## config.mk

```make
export PLATFORM = sky130hd
export DESIGN_NAME = mtm_alu_deserializer_flat
export DESIGN_NICKNAME = d
export VERILOG_FILES = /design/src/rtl/mtm_alu_deserializer_if.sv /design/src/rtl/mtm_alu_deserializer.sv /design/src/flat_wrapper.sv
export SDC_FILE = /design/constraint.sdc
export NUM_CORES = 1
export LEC_CHECK = 0
export CORE_MARGIN = 4
export CORE_UTILIZATION = 50
export DETAILED_ROUTE_END_ITERATION = 8
export MAX_ROUTING_LAYER = met4
export PLACE_DENSITY = 0.82
export RECOVER_POWER = 50
export SYNTH_ARGS = -nofsm -noshare
export SYNTH_HDL_FRONTEND = slang
export SYNTH_SLANG_ARGS = --single-unit
```

## constraint.sdc

```tcl
create_clock -name clk -period 8.4 [get_ports clk]
set_input_delay 2.1 -clock clk [delete_from_list [all_inputs] [get_ports clk]]
set_output_delay 2.1 -clock clk [all_outputs]
set_load 0.05 [all_outputs]
```

## src/rtl/mtm_alu_deserializer_if.sv

```systemverilog
// mtm_alu_deserializer_if: serial input line and decoded operand/error outputs of the receive stage
interface mtm_alu_deserializer_if;
  logic        sin;
  logic [31:0] A;
  logic [31:0] B;
  logic [2:0]  OP;
  logic        data_valid;
  logic        err_valid;
  logic [7:0]  err_ctl;
  modport master (input sin, output A, B, OP, data_valid, err_valid, err_ctl);
  modport slave (output sin, input A, B, OP, data_valid, err_valid, err_ctl);
endinterface

```

## src/rtl/mtm_alu_deserializer.sv

```systemverilog
// mtm_alu_deserializer: recovers 8 data + 1 ctl frame packets from sin and strobes A/B/OP or an error byte
module mtm_alu_deserializer #(
  parameter int DATA_FRAMES = 8,
  parameter int CRC_W = 4
) (
  input logic clk,
  input logic rst,
  mtm_alu_deserializer_if.master bus
);
  localparam logic [2:0] IDLE = 3'd0, TYPE = 3'd1, DATA = 3'd2, STOP = 3'd3, CHECK = 3'd4, ERR = 3'd5, FLUSH = 3'd6;
  localparam logic [7:0] ERR_DATA = 8'b11001001, ERR_OP = 8'b10010011, ERR_CRC = 8'b10100101;
  logic [2:0] state_q, state_d;
  logic type_q, type_d;
  logic [2:0] bit_cnt_q, bit_cnt_d;
  logic [7:0] sh_q, sh_d;
  logic [63:0] data_q, data_d;
  logic [3:0] data_cnt_q, data_cnt_d;
  logic [31:0] a_q, a_d, b_q, b_d;
  logic [2:0] op_q, op_d;
  logic [7:0] err_q, err_d;
  logic dv_q, dv_d, ev_q, ev_d;
  logic bad_data, bad_crc, bad_op;
  // MSB-first x^4+x+1 LFSR, zero init
  function automatic logic [CRC_W-1:0] crc4(input logic [67:0] v);
    logic [CRC_W-1:0] c;
    c = '0;
    for (int i = 67; i >= 0; i--)
      c = {c[CRC_W-2:0], 1'b0} ^ ((c[CRC_W-1] ^ v[i]) ? CRC_W'(4'b0011) : '0);
    return c;
  endfunction
  // In CHECK, sh_q still holds the ctl payload {0, OP, CRC}
  assign bad_data = (data_cnt_q != 4'(DATA_FRAMES)) || sh_q[7];
  assign bad_crc = sh_q[CRC_W-1:0] != crc4({data_q, 1'b1, sh_q[6:4]});
  assign bad_op = !(sh_q[6:4] inside {3'b000, 3'b001, 3'b100, 3'b101});
  always_comb begin
    state_d = state_q;
    type_d = type_q;
    bit_cnt_d = bit_cnt_q;
    sh_d = sh_q;
    data_d = data_q;
    data_cnt_d = data_cnt_q;
    a_d = a_q;
    b_d = b_q;
    op_d = op_q;
    err_d = err_q;
    dv_d = 1'b0;
    ev_d = 1'b0;
    case (state_q)
      IDLE: state_d = bus.sin ? IDLE : TYPE;
      TYPE: begin
        type_d = bus.sin;
        bit_cnt_d = 3'd7;
        state_d = DATA;
      end
      DATA: begin
        sh_d = {sh_q[6:0], bus.sin};
        bit_cnt_d = bit_cnt_q - 3'd1;
        state_d = (bit_cnt_q == 3'd0) ? STOP : DATA;
      end
      STOP: begin
        if (!bus.sin || (!type_q && data_cnt_q == 4'(DATA_FRAMES))) state_d = ERR;
        else if (type_q) state_d = CHECK;
        else begin
          data_d = {data_q[55:0], sh_q};
          data_cnt_d = data_cnt_q + 4'd1;
          state_d = IDLE;
        end
      end
      CHECK: begin
        dv_d = !(bad_data || bad_crc || bad_op);
        ev_d = !dv_d;
        err_d = bad_data ? ERR_DATA : bad_crc ? ERR_CRC : bad_op ? ERR_OP : err_q;
        {b_d, a_d} = dv_d ? data_q : {b_q, a_q};
        op_d = dv_d ? sh_q[6:4] : op_q;
        data_d = '0;
        data_cnt_d = '0;
        state_d = bus.sin ? IDLE : TYPE;
      end
      ERR: begin
        ev_d = 1'b1;
        err_d = ERR_DATA;
        data_d = '0;
        data_cnt_d = '0;
        state_d = FLUSH;
      end
      FLUSH: state_d = bus.sin ? IDLE : FLUSH;
      default: state_d = IDLE;
    endcase
  end
  always_ff @(posedge clk) begin
    if (rst) begin
      state_q <= IDLE;
      type_q <= 1'b0;
      bit_cnt_q <= '0;
      sh_q <= '0;
      data_q <= '0;
      data_cnt_q <= '0;
      a_q <= '0;
      b_q <= '0;
      op_q <= '0;
      err_q <= '0;
      dv_q <= 1'b0;
      ev_q <= 1'b0;
    end else begin
      state_q <= state_d;
      type_q <= type_d;
      bit_cnt_q <= bit_cnt_d;
      sh_q <= sh_d;
      data_q <= data_d;
      data_cnt_q <= data_cnt_d;
      a_q <= a_d;
      b_q <= b_d;
      op_q <= op_d;
      err_q <= err_d;
      dv_q <= dv_d;
      ev_q <= ev_d;
    end
  end
  assign bus.A = a_q;
  assign bus.B = b_q;
  assign bus.OP = op_q;
  assign bus.data_valid = dv_q;
  assign bus.err_valid = ev_q;
  assign bus.err_ctl = err_q;
endmodule

```

## src/flat_wrapper.sv

```systemverilog
// flat-port wrapper written by rule: the top's interface ports become plain ports
module mtm_alu_deserializer_flat 
#(
  parameter int DATA_FRAMES = 8,
  parameter int CRC_W = 4
)
  (clk, rst, bus_sin, bus_A, bus_B, bus_OP, bus_data_valid, bus_err_valid, bus_err_ctl);
  mtm_alu_deserializer_if bus_i ();
  input logic clk;
  input logic rst;
  input wire logic [$bits(bus_i.sin)-1:0] bus_sin;
  output wire logic [$bits(bus_i.A)-1:0] bus_A;
  output wire logic [$bits(bus_i.B)-1:0] bus_B;
  output wire logic [$bits(bus_i.OP)-1:0] bus_OP;
  output wire logic [$bits(bus_i.data_valid)-1:0] bus_data_valid;
  output wire logic [$bits(bus_i.err_valid)-1:0] bus_err_valid;
  output wire logic [$bits(bus_i.err_ctl)-1:0] bus_err_ctl;
  assign bus_i.sin = bus_sin;
  assign bus_A = bus_i.A;
  assign bus_B = bus_i.B;
  assign bus_OP = bus_i.OP;
  assign bus_data_valid = bus_i.data_valid;
  assign bus_err_valid = bus_i.err_valid;
  assign bus_err_ctl = bus_i.err_ctl;
  mtm_alu_deserializer #(.DATA_FRAMES(DATA_FRAMES), .CRC_W(CRC_W)) u_core (.clk(clk), .rst(rst), .bus(bus_i));
endmodule
```

==> impl_summary.log <==
[metrics] status: complete, but fails checks
[metrics] failing checks: max-capacitance violations, max-slew violations
[metrics] Top FF cell, synth: dfxtp_1
[metrics] power density over cell area: 186 nW/µm²
[metrics] aggregate routed wire length: 15800 µm
[metrics] combinational family with the most area after synthesis: XOR/XNOR gates
[metrics] standard-cell row count: 43
[metrics] ANT cells: 0
[metrics] share of cells above drive strength 1: 5.19%
[metrics] actual slew at the worst max-slew pin: 3880 ps
[metrics] DIE AREA: 16300 µm²
[metrics] horizontal die dimension: 128 µm
[metrics] Adder-Cell Fraction of Synth Area: 0.701%
[metrics] count of flip-flops with a built-in enable after synthesis: 0
[metrics] number of DRC violations after detailed routing: 0
[metrics] synthesized-area fraction occupied by xor and xnor cells: 20.1%
[metrics] initial antenna violation count: 0
[metrics] Die Ht: 128 µm
[metrics] reg-to-reg critical path endpoint: u_core.bus.B[19]
[metrics] final worst path period need: 6470 ps
[metrics] CTS Sinks: 156
[metrics] total via count after detailed routing: 5293
[metrics] area taken by flip-flops and latches: 3120 µm²
[metrics] Detail Route Antenna Nets: 0
[metrics] max-cap violations: 1
[metrics] P&R area growth vs syn: 19.9%
[metrics] maximum number of pins on one net before global-route repair: 90
[metrics] total area of multi-input combinational cells: 3740 µm²
[metrics] clock buffer count from CTS: 17
[metrics] register-to-register setup slack: 2980 ps
[metrics] average wire length per cell after detail routing: 15.7 µm
[metrics] Setup Crit Path Kind: input port to flip-flop
[metrics] WHS Endpoint: u_core.bus.OP[1]
[metrics] wire length of the first global-routing pass: 26600 µm
[metrics] simple-gate share of the synthesized area: 14.1%
[metrics] RSZ-0062 raised after global routing: no
[metrics] post-synthesis mux area share: 10.4%
[metrics] DRT iter0 DRCs: 401
[metrics] maximum clock skew at final layout: 7.14 ps
[metrics] worst endpoint data arrival time: 6750 ps
[metrics] most numerous cell in the Yosys netlist: dfxtp_1
[metrics] vias in the first global route: 5187
[metrics] Worst Hold Path Cells: 1
[metrics] Seq/Total Area, Yosys: 43.7%
[metrics] clock tree from TritonCTS: yes
[metrics] Mapped Area: 7140 µm²
[metrics] Post-DP Area: 7950 µm²
[metrics] type of element capturing the critical path: flip-flop
[metrics] net count reported at finish: 822
[metrics] endpoints failing setup: 0
[metrics] DRT Pass-1 Iters: 5
[metrics] clock slew seen by the registers of the worst setup and hold paths: 60 ps
[metrics] share of async-settable or async-resettable flops after synthesis: 0%
[metrics] path depth of the worst reg2reg path: 13
[metrics] Seq cells post-synth: 156
[metrics] post_cts resized: 0
[metrics] Worst EP required: 8690 ps
[metrics] number of instances in the synthesized netlist: 761
[metrics] total track usage: 21.0%
[metrics] Slew headroom: -159%
[metrics] hold-fix buffers at CTS: 0
[metrics] clock insertion delay at the later pin of the skew report: 420 ps
[metrics] Cell variety after synth: 37
[metrics] most used standard cells in the synthesized netlist: dfxtp_1, nand2_1, nor2_1, a21oi_1, mux2i_1
[metrics] number of slew-limit violations in the final report: 90
[metrics] Synth area leaders: dfxtp_1, mux2i_1, xnor2_1
[metrics] HPWL after detailed placement: 10300 µm
[metrics] maximum net fanout on the critical path: 89
[metrics] synthesized net count: 768
[metrics] average cell area after synthesis: 9.38 µm²
[metrics] master cell of the clock root buffer: clkbuf_16
[metrics] Period Utilization, post-route: 77.0%
[metrics] sum of overflow across all layers after global routing: 0
[metrics] worst hold-check path type: flip-flop to flip-flop
[metrics] final number of hold-violating endpoints: 0
[metrics] maximum ir drop on the vdd rail: 0.000143 V
[metrics] Synth Area in Compound Gates: 7.15%
[metrics] DR vias/cell: 5.25
[metrics] fmax: 155 MHz
[metrics] RR Startpoint: u_core.data_q[58]
[metrics] Worst Setup Start Kind: input port
[metrics] Yosys top cell by area: dfxtp_1
[metrics] number of levels in the clock H-tree: 4
[metrics] number of fillers in the final layout: 1126
[metrics] count of input and output buffers: 79
[metrics] number of buffers added for setup after CTS: 0
[metrics] starting density of the core: 51.2%
[metrics] area share of the leading cell type in the synthesized netlist: 43.7%
[metrics] total leakage power: 0.00324 µW
[metrics] area inside the core boundary: 13900 µm²
[metrics] setup total negative slack: 0 ps
[metrics] area of all placed cells without fillers: 8560 µm²
[metrics] worst-case hold slack: 479 ps
[metrics] count of boundary I/O pins: 80
[metrics] placer congestion estimate: 0.782
[metrics] Worst Hold Launch: u_core.bus.OP[1]
[metrics] total number of yosys warnings: 0
[metrics] Total Power: 1590 µW
[metrics] maximum buffer depth of the clock tree: 2
==> stage by stage <==
step / cells / utilization (%) / worst slack (ps)
floorplan: 761 / - / 4230
global placement: 976 / 57.1 / 3460
detailed placement: 976 / 57.1 / 3320
CTS: 1008 / 61.5 / 3160
global route: 1008 / 61.4 / 1480
finish: 1008 / 61.4 / 1930
==> layout make-up <==
type / instances / area share, %
multi-input combinational: 547 / 43.7
sequential: 156 / 36.5
timing repair buffer: 84 / 9.57
clock buffer: 23 / 5.58
tap: 180 / 2.63
clock inverter: 9 / 1.59
inverter: 9 / 0.395
==> how the worst max path moves through the flow <==
stage / from / endpoint / cells past startpoint
floorplan: u_core.data_q[58] / u_core.bus.A[31] / 14
global placement: u_core.data_q[58] / u_core.bus.B[10] / 13
detailed placement: u_core.data_q[58] / u_core.bus.B[19] / 13
CTS: u_core.data_q[58] / u_core.bus.B[19] / 13
global route: rst / u_core.data_q[33] / 5
finish: rst / u_core.data_q[33] / 5
==> state kept, by name, indices dropped and copies added, names as in the netlist <==
register,count
u_core.bus.err_ctl,4
u_core.state_q,3
u_core.bit_cnt_q,3
u_core.bus.err_valid,1
u_core.data_q,64
u_core.type_q,1
u_core.bus.data_valid,1
u_core.bus.A,32
u_core.bus.OP,3
u_core.bus.B,32
u_core.data_cnt_q,4
u_core.sh_q,8
==> layer usage <==
metal	share of wire, %	track usage, %	vias to the layer above
met5	0	-	-
met3	4.7	4.35	26
met4	2.0	7.26	0
met2	48	32.9	140
met1	46	27.1	2533
li1	-	-	2594
==> where the power goes <==
group	leakage [µW]	internal [µW]	total [µW]	switching, µW
logic	0.00170	17.3	54.7	37.4
registers	0.00126	746	755	8.98
clock network	0.000282	491	785	293
==> worst max-delay path, stage by stage <==
cell	delay, ps
buf_2	70
clkbuf_1	2720
nand2b_1	1170
buf_4	530
a21oi_1	100
==> cell usage in the layout, fill, tap and decap left out, drive strengths merged, types with 2 or more instances in the layout <==
cell           synthesis  final
a31oi                  2      2
mux2i                 74     74
xor2                  28     28
inv                    9      9
o22ai                  2      2
or3                    2      2
nand3                  4      4
nand2b                 4      4
xnor3                 22     22
a21oi                 74     74
clkbuf                37     24
nand3b                 2      2
clkdlybuf4s50          0      7
clkinvlp               0      5
o21ai                  5      5
dfxtp                156    156
nor2                  91     91
nor3                   4      4
nor2b                  2      2
dlygate4sd3            0     71
bufinv                 0      3
buf                   12      5
nand2                139    139
a211oi                 4      4
ha                     4      4
xnor2                 74     74
==> cells by family (layout without fill, tap and decap cells) <==
kind of cell,Yosys count,after routing
fa+ha+maj,4,4
buf+inv,58,125
xor+xnor,124,124
compound gates,92,92
flops,156,156
simple gates,253,253
mux,74,74
Note: power is estimated with default switching activity, not from simulation.
==> patch 1, RTL diff (config.mk and constraints unchanged) <==
`CRC_W` is set to 4 in 2 places; all go to 6.
--- a/src/rtl/mtm_alu_deserializer.sv
+++ b/src/rtl/mtm_alu_deserializer.sv
@@ -1,7 +1,7 @@
 // mtm_alu_deserializer: recovers 8 data + 1 ctl frame packets from sin and strobes A/B/OP or an error byte
 module mtm_alu_deserializer #(
   parameter int DATA_FRAMES = 8,
-  parameter int CRC_W = 4
+  parameter int CRC_W = 6
 ) (
   input logic clk,
   input logic rst,
--- a/src/flat_wrapper.sv
+++ b/src/flat_wrapper.sv
@@ -2,7 +2,7 @@
 module mtm_alu_deserializer_flat 
 #(
   parameter int DATA_FRAMES = 8,
-  parameter int CRC_W = 4
+  parameter int CRC_W = 6
 )
   (clk, rst, bus_sin, bus_A, bus_B, bus_OP, bus_data_valid, bus_err_valid, bus_err_ctl);
   mtm_alu_deserializer_if bus_i ();
Behaviour: no difference found for any inputs over 10 cycles, from zero or initial values and one cycle with rst high; that may be too few to reach the edited logic, so the function may still have changed.
==> patch 1 against the unedited design <==
  * The flow still finishes with violations (capacitance limit, slew limit)
  * Sequential cell count is the same
  * Routed wire length increased by 3.4%
  * Area after synthesis grew 3.1%
  * Cell area is 2.7% higher
  * Count of clock-buffer cells in the layout shrank 2
  * Combinational power increased by 2%
  * First-iteration DRC count rose by 48%
  * Setup slack improved by 1100 ps
  * Die area is 2.9% higher
  * Total power grew 2.3%
  * Hold slack better by 8.6 ps
  * Maximum frequency increased by 21%
  * Largest power group unchanged
==> patch 1: results (changes against the unedited design) <==
GR Layer Usage met3 5.317% (+0.97 points); Post-CTS Repair Setup Buffers 0 (unchanged); CTS Root Cell clkbuf_16; number of port buffers 79 (unchanged); Seq/Total Area, Yosys 42.41% (-1.3 points); clk buf depth 2 (unchanged); htree depth 4 (unchanged); async set or reset register ratio after synthesis 0% (unchanged); syn nets 764 (-0.52%); number of DRC markers in iteration 0 595 (+48%); WP data arrival 5510 ps (-1240 ps); drt total wl 16.33 mm (+3.4%); RePlAce Congestion 0.8330 (+6.6%); post-CTS sizing 0 (unchanged); Clock Latency Late Sink 420 ps (about the same); first-pass GRT wire length 26.70 mm (+0.55%); Net count, final 810 (-1.5%); Pint 1.283 mW (+2.3%); failing checks capacitance limit, slew limit; Synth warnings 0 (unchanged); worst-margin pin slew 2119 ps (-1765 ps); Post-Route Skew 8.189 ps (+1.048 ps); max cap viols 2 (+1); Max Slew Vio Count 159 (+77%); vias in the first global route 5130 (-1.1%); status complete, but fails checks; worst hold path class register to register; met1 Use GR 27.14% (+0.042 points); P_leak 4.064 nW (+25%); GR Util met2 32.71% (-0.15 points); dominant cells by area after synthesis dfxtp_1 (42%), mux2i_1 (11%), xnor3_1 (8.9%), xnor2_1 (7.5%), a21oi_1 (4.9%); Post-Place Setup Slack 3808 ps (+483.6 ps); Vias 5473 (+3.4%); post-detail-place hpwl 10.63 mm (+3.3%); pin count of the biggest net entering global routing 106 (+18%); Post-synth top cells dfxtp_1 (156), nor2_1 (86), mux2i_1 (79); peak supply drop 0.0001506 V (+5.3%); layout cells sized above 1 6.373% (+1.2 points); Synth cell types 40 (+8.1%); Largest Register u_core.data_q; gr usage total 20.81% (-0.17 points); DRT Pass-1 Iters 5 (unchanged); initial antenna violation count 0 (unchanged); Max FO, Critical Path 105 (+18%); clock slew at reported path FFs 60 ps (about the same); fillers 1180 (+4.8%); antenna fix cells 0 (unchanged); cts bufs inserted 17 (unchanged)
patch 1: changes by cell type in the layout (fill, tap and decap cells not counted), moves of 5 or more:
cell     unedited run  this run
mux2i_1            74        79
xnor2_1            70        63
nand2_1           139        72
xor2_1             26        14
xnor3_1            21        29
nand3_1             4        66
nor2_1             91        86
patch 1: per-stage QoR:
stage	area, um^2	util [%]	power (mW)	cells
floorplan	7363	-	0.8162	757
global placement	8160	56.36	0.8254	968
detailed placement	8160	56.36	0.8268	968
CTS	8796	60.75	1.643	1000
global route	8790	60.71	1.686	1000
finish	8790	60.71	1.632	1000
patch 1: final cells by class:
type | count | share of cell area (%)
clock buffers | 21 | 5.352
clock inverters | 11 | 1.879
inverters | 5 | 0.2135
multi-input cells | 538 | 45.00
flip-flops and latches | 156 | 35.53
well taps | 184 | 2.619
repair buffers | 85 | 9.409
patch 1: logic make-up after synthesis:
kind of cell | count (synthesis) | share of synthesized area, %
DFF | 156 | 42.41
muxes | 79 | 10.74
adders and majority gates | 4 | 0.6797
xor gates and xnor gates | 116 | 20.97
buffers and inverters | 63 | 3.925
and+or+nand+nor | 254 | 15.16
AOI/OAI and AO/OA | 85 | 6.117
patch 1: power by group through the flow:
stage	logic (mW)	clock network (mW)	registers (mW)
finish	0.0559	0.821	0.755
global route	0.0633	0.867	0.756
CTS	0.0563	0.832	0.755
detailed placement	0.0557	0	0.771
global placement	0.0547	0	0.771
floorplan	0.0493	0	0.767
patch 1: critical path, stage by stage:
cell and delay (ps):
clkbuf_1 1480, clkbuf_2 1690, a21oi_1 150
patch 1: worst paths after layout:
path	slack [ps]	cells past startpoint	start	to
max	3080	3	rst	u_core.data_q[16]
min reg2reg	490	2	u_core.bus.B[7]	u_core.bus.B[7]
max reg2reg	3770	12	u_core.data_q[37]	u_core.bus.OP[0]
min	490	2	u_core.bus.B[7]	u_core.bus.B[7]
patch 1: layer usage:
metal	vias up	part of all wire [%]
li1	2658	-
met1	2648	45
met2	151	49
met3	16	4.9
met4	0	0.92
met5	-	0
==> patch 2, RTL diff (same flow settings) <==
Made on the original files. Make the reset (`rst`) asynchronous in one clocked block.
--- a/src/rtl/mtm_alu_deserializer.sv
+++ b/src/rtl/mtm_alu_deserializer.sv
@@ -87,7 +87,7 @@
       default: state_d = IDLE;
     endcase
   end
-  always_ff @(posedge clk) begin
+  always_ff @(posedge clk or posedge rst) begin
     if (rst) begin
       state_q <= IDLE;
       type_q <= 1'b0;
Formal check against the unedited RTL: same outputs for any inputs over 10 cycles, from zero or initial values and one cycle with rst high; that may be too few to reach the edited logic, so the function may still have changed.
==> patch 2 against the unedited design <==
  * The flow still finishes with violations (capacitance limit, slew limit)
  * Register-to-register slack gained 1200 ps
  * Non-clock buffer count rose by 1
  * Cell area is 5.5% higher
  * Sequential cell count unchanged
  * Die area up 5.8%
  * Final cell count fell by 9.8%
  * Routed wire length grew 2.6%
  * Area after synthesis grew 6.2%
  * Hold slack improved by 6.2 ps
  * Setup slack improved by 920 ps
  * Critical path type is now input port to async pin
  * Sequential share of layout area rose by 6.7 points
  * Core utilization about the same
  * Via count down 5.9%
Power is left out: the tool's default activity adds up to more than one toggle a clock period on the data nets, which glitch-free logic cannot reach.
==> patch 2: results (changes against the unedited design) <==
status complete, but fails checks; failing checks capacitance limit, slew limit; Synth cell types 40 (+8.1%); register-to-register setup slack 4160 ps (+1180 ps); Crit-path slowest cell clkinvlp_2; layout cells sized above 1 16.14% (+11 points); wl on met1 7.318 mm (+1.7%); post-detail-place hpwl 11.01 mm (+7.0%); final hold slack 485.6 ps (+6.234 ps); Post-Place Setup Slack 3993 ps (+668.8 ps); number of DRC markers in iteration 0 353 (-12%); pin count of the biggest net entering global routing 106 (+18%); Slew HR -196.7% (-38 points); gr usage total 20.12% (-0.86 points); Max Slew Vio Count 172 (+91%); Avg WL per Cell 17.82 um (+14%); R2R depth 11 (-2); Vias 4981 (-5.9%); first-pass GRT wire length 27.19 mm (+2.4%); Post-Route Skew 7.675 ps (+0.5339 ps); met3 routed WL 789 um (+6.9%); max cap viols 2 (+1); dominant cells by area after synthesis dfrtp_1 (51%), mux2_2 (7.1%), nand2_1 (6.8%), xnor2_1 (6.7%), mux2_4 (5.7%); fillers 1124 (-0.18%); async set or reset register ratio after synthesis 100.0% (+100 points); Seq/Total Area, Yosys 51.48% (+7.7 points); R2R Path End u_core.bus.B[14]; RePlAce Congestion 0.9056 (+16%); syn nets 655 (-15%)
## patch 2: how the worst max path moves through the flow
stage | start | endpoint | slack, ps | cells after the start
finish | rst | u_core.bit_cnt_q[1] | 2860 | 3
global route | rst | u_core.sh_q[0] | 2040 | 3
CTS | u_core.data_q[32] | u_core.bus.A[2] | 4160 | 11
detailed placement | bus_sin | u_core.data_q[46] | 3990 | 6
global placement | bus_sin | u_core.data_q[55] | 4110 | 6
floorplan | rst | u_core.bit_cnt_q[0] | 2090 | 1
## patch 2: worst max-delay path, delay by kind of cell
family | cells | cell delay (ps)
buf+inv | 3 | 3870
## patch 2: final cells by class
type	instances	share of cell area, %
Multi-Input combinational cell	445	38.35
Clock inverter	12	1.537
Clock buffer	20	4.834
Sequential cell	156	43.21
Timing Repair Buffer	85	9.211
Inverter	7	0.3047
Tap cell	184	2.548
## patch 2: through the flow
step,instance area [um^2],std cells
3_5_place_dp,8471,877
4_1_cts,9046,909
2_1_floorplan,7584,648
5_1_grt,9034,909
6_report,9034,909
3_3_place_gp,8471,877
## patch 2: routing by layer
layer / vias up / GRT usage, %
met1: 2485 / 26.48
li1: 2295 / -
met4: 0 / 8.401
met5: - / -
met3: 32 / 4.664
met2: 169 / 30.36
## patch 2: logic make-up after synthesis
kind of cell	Yosys count	synth area share, %
buffers and inverters	47	2.986
and+or+nand+nor	172	9.157
DFF	156	51.48
muxes	79	13.13
adders and majority gates	4	0.6600
xor gates and xnor gates	102	16.02
AOI/OAI and AO/OA	88	6.567
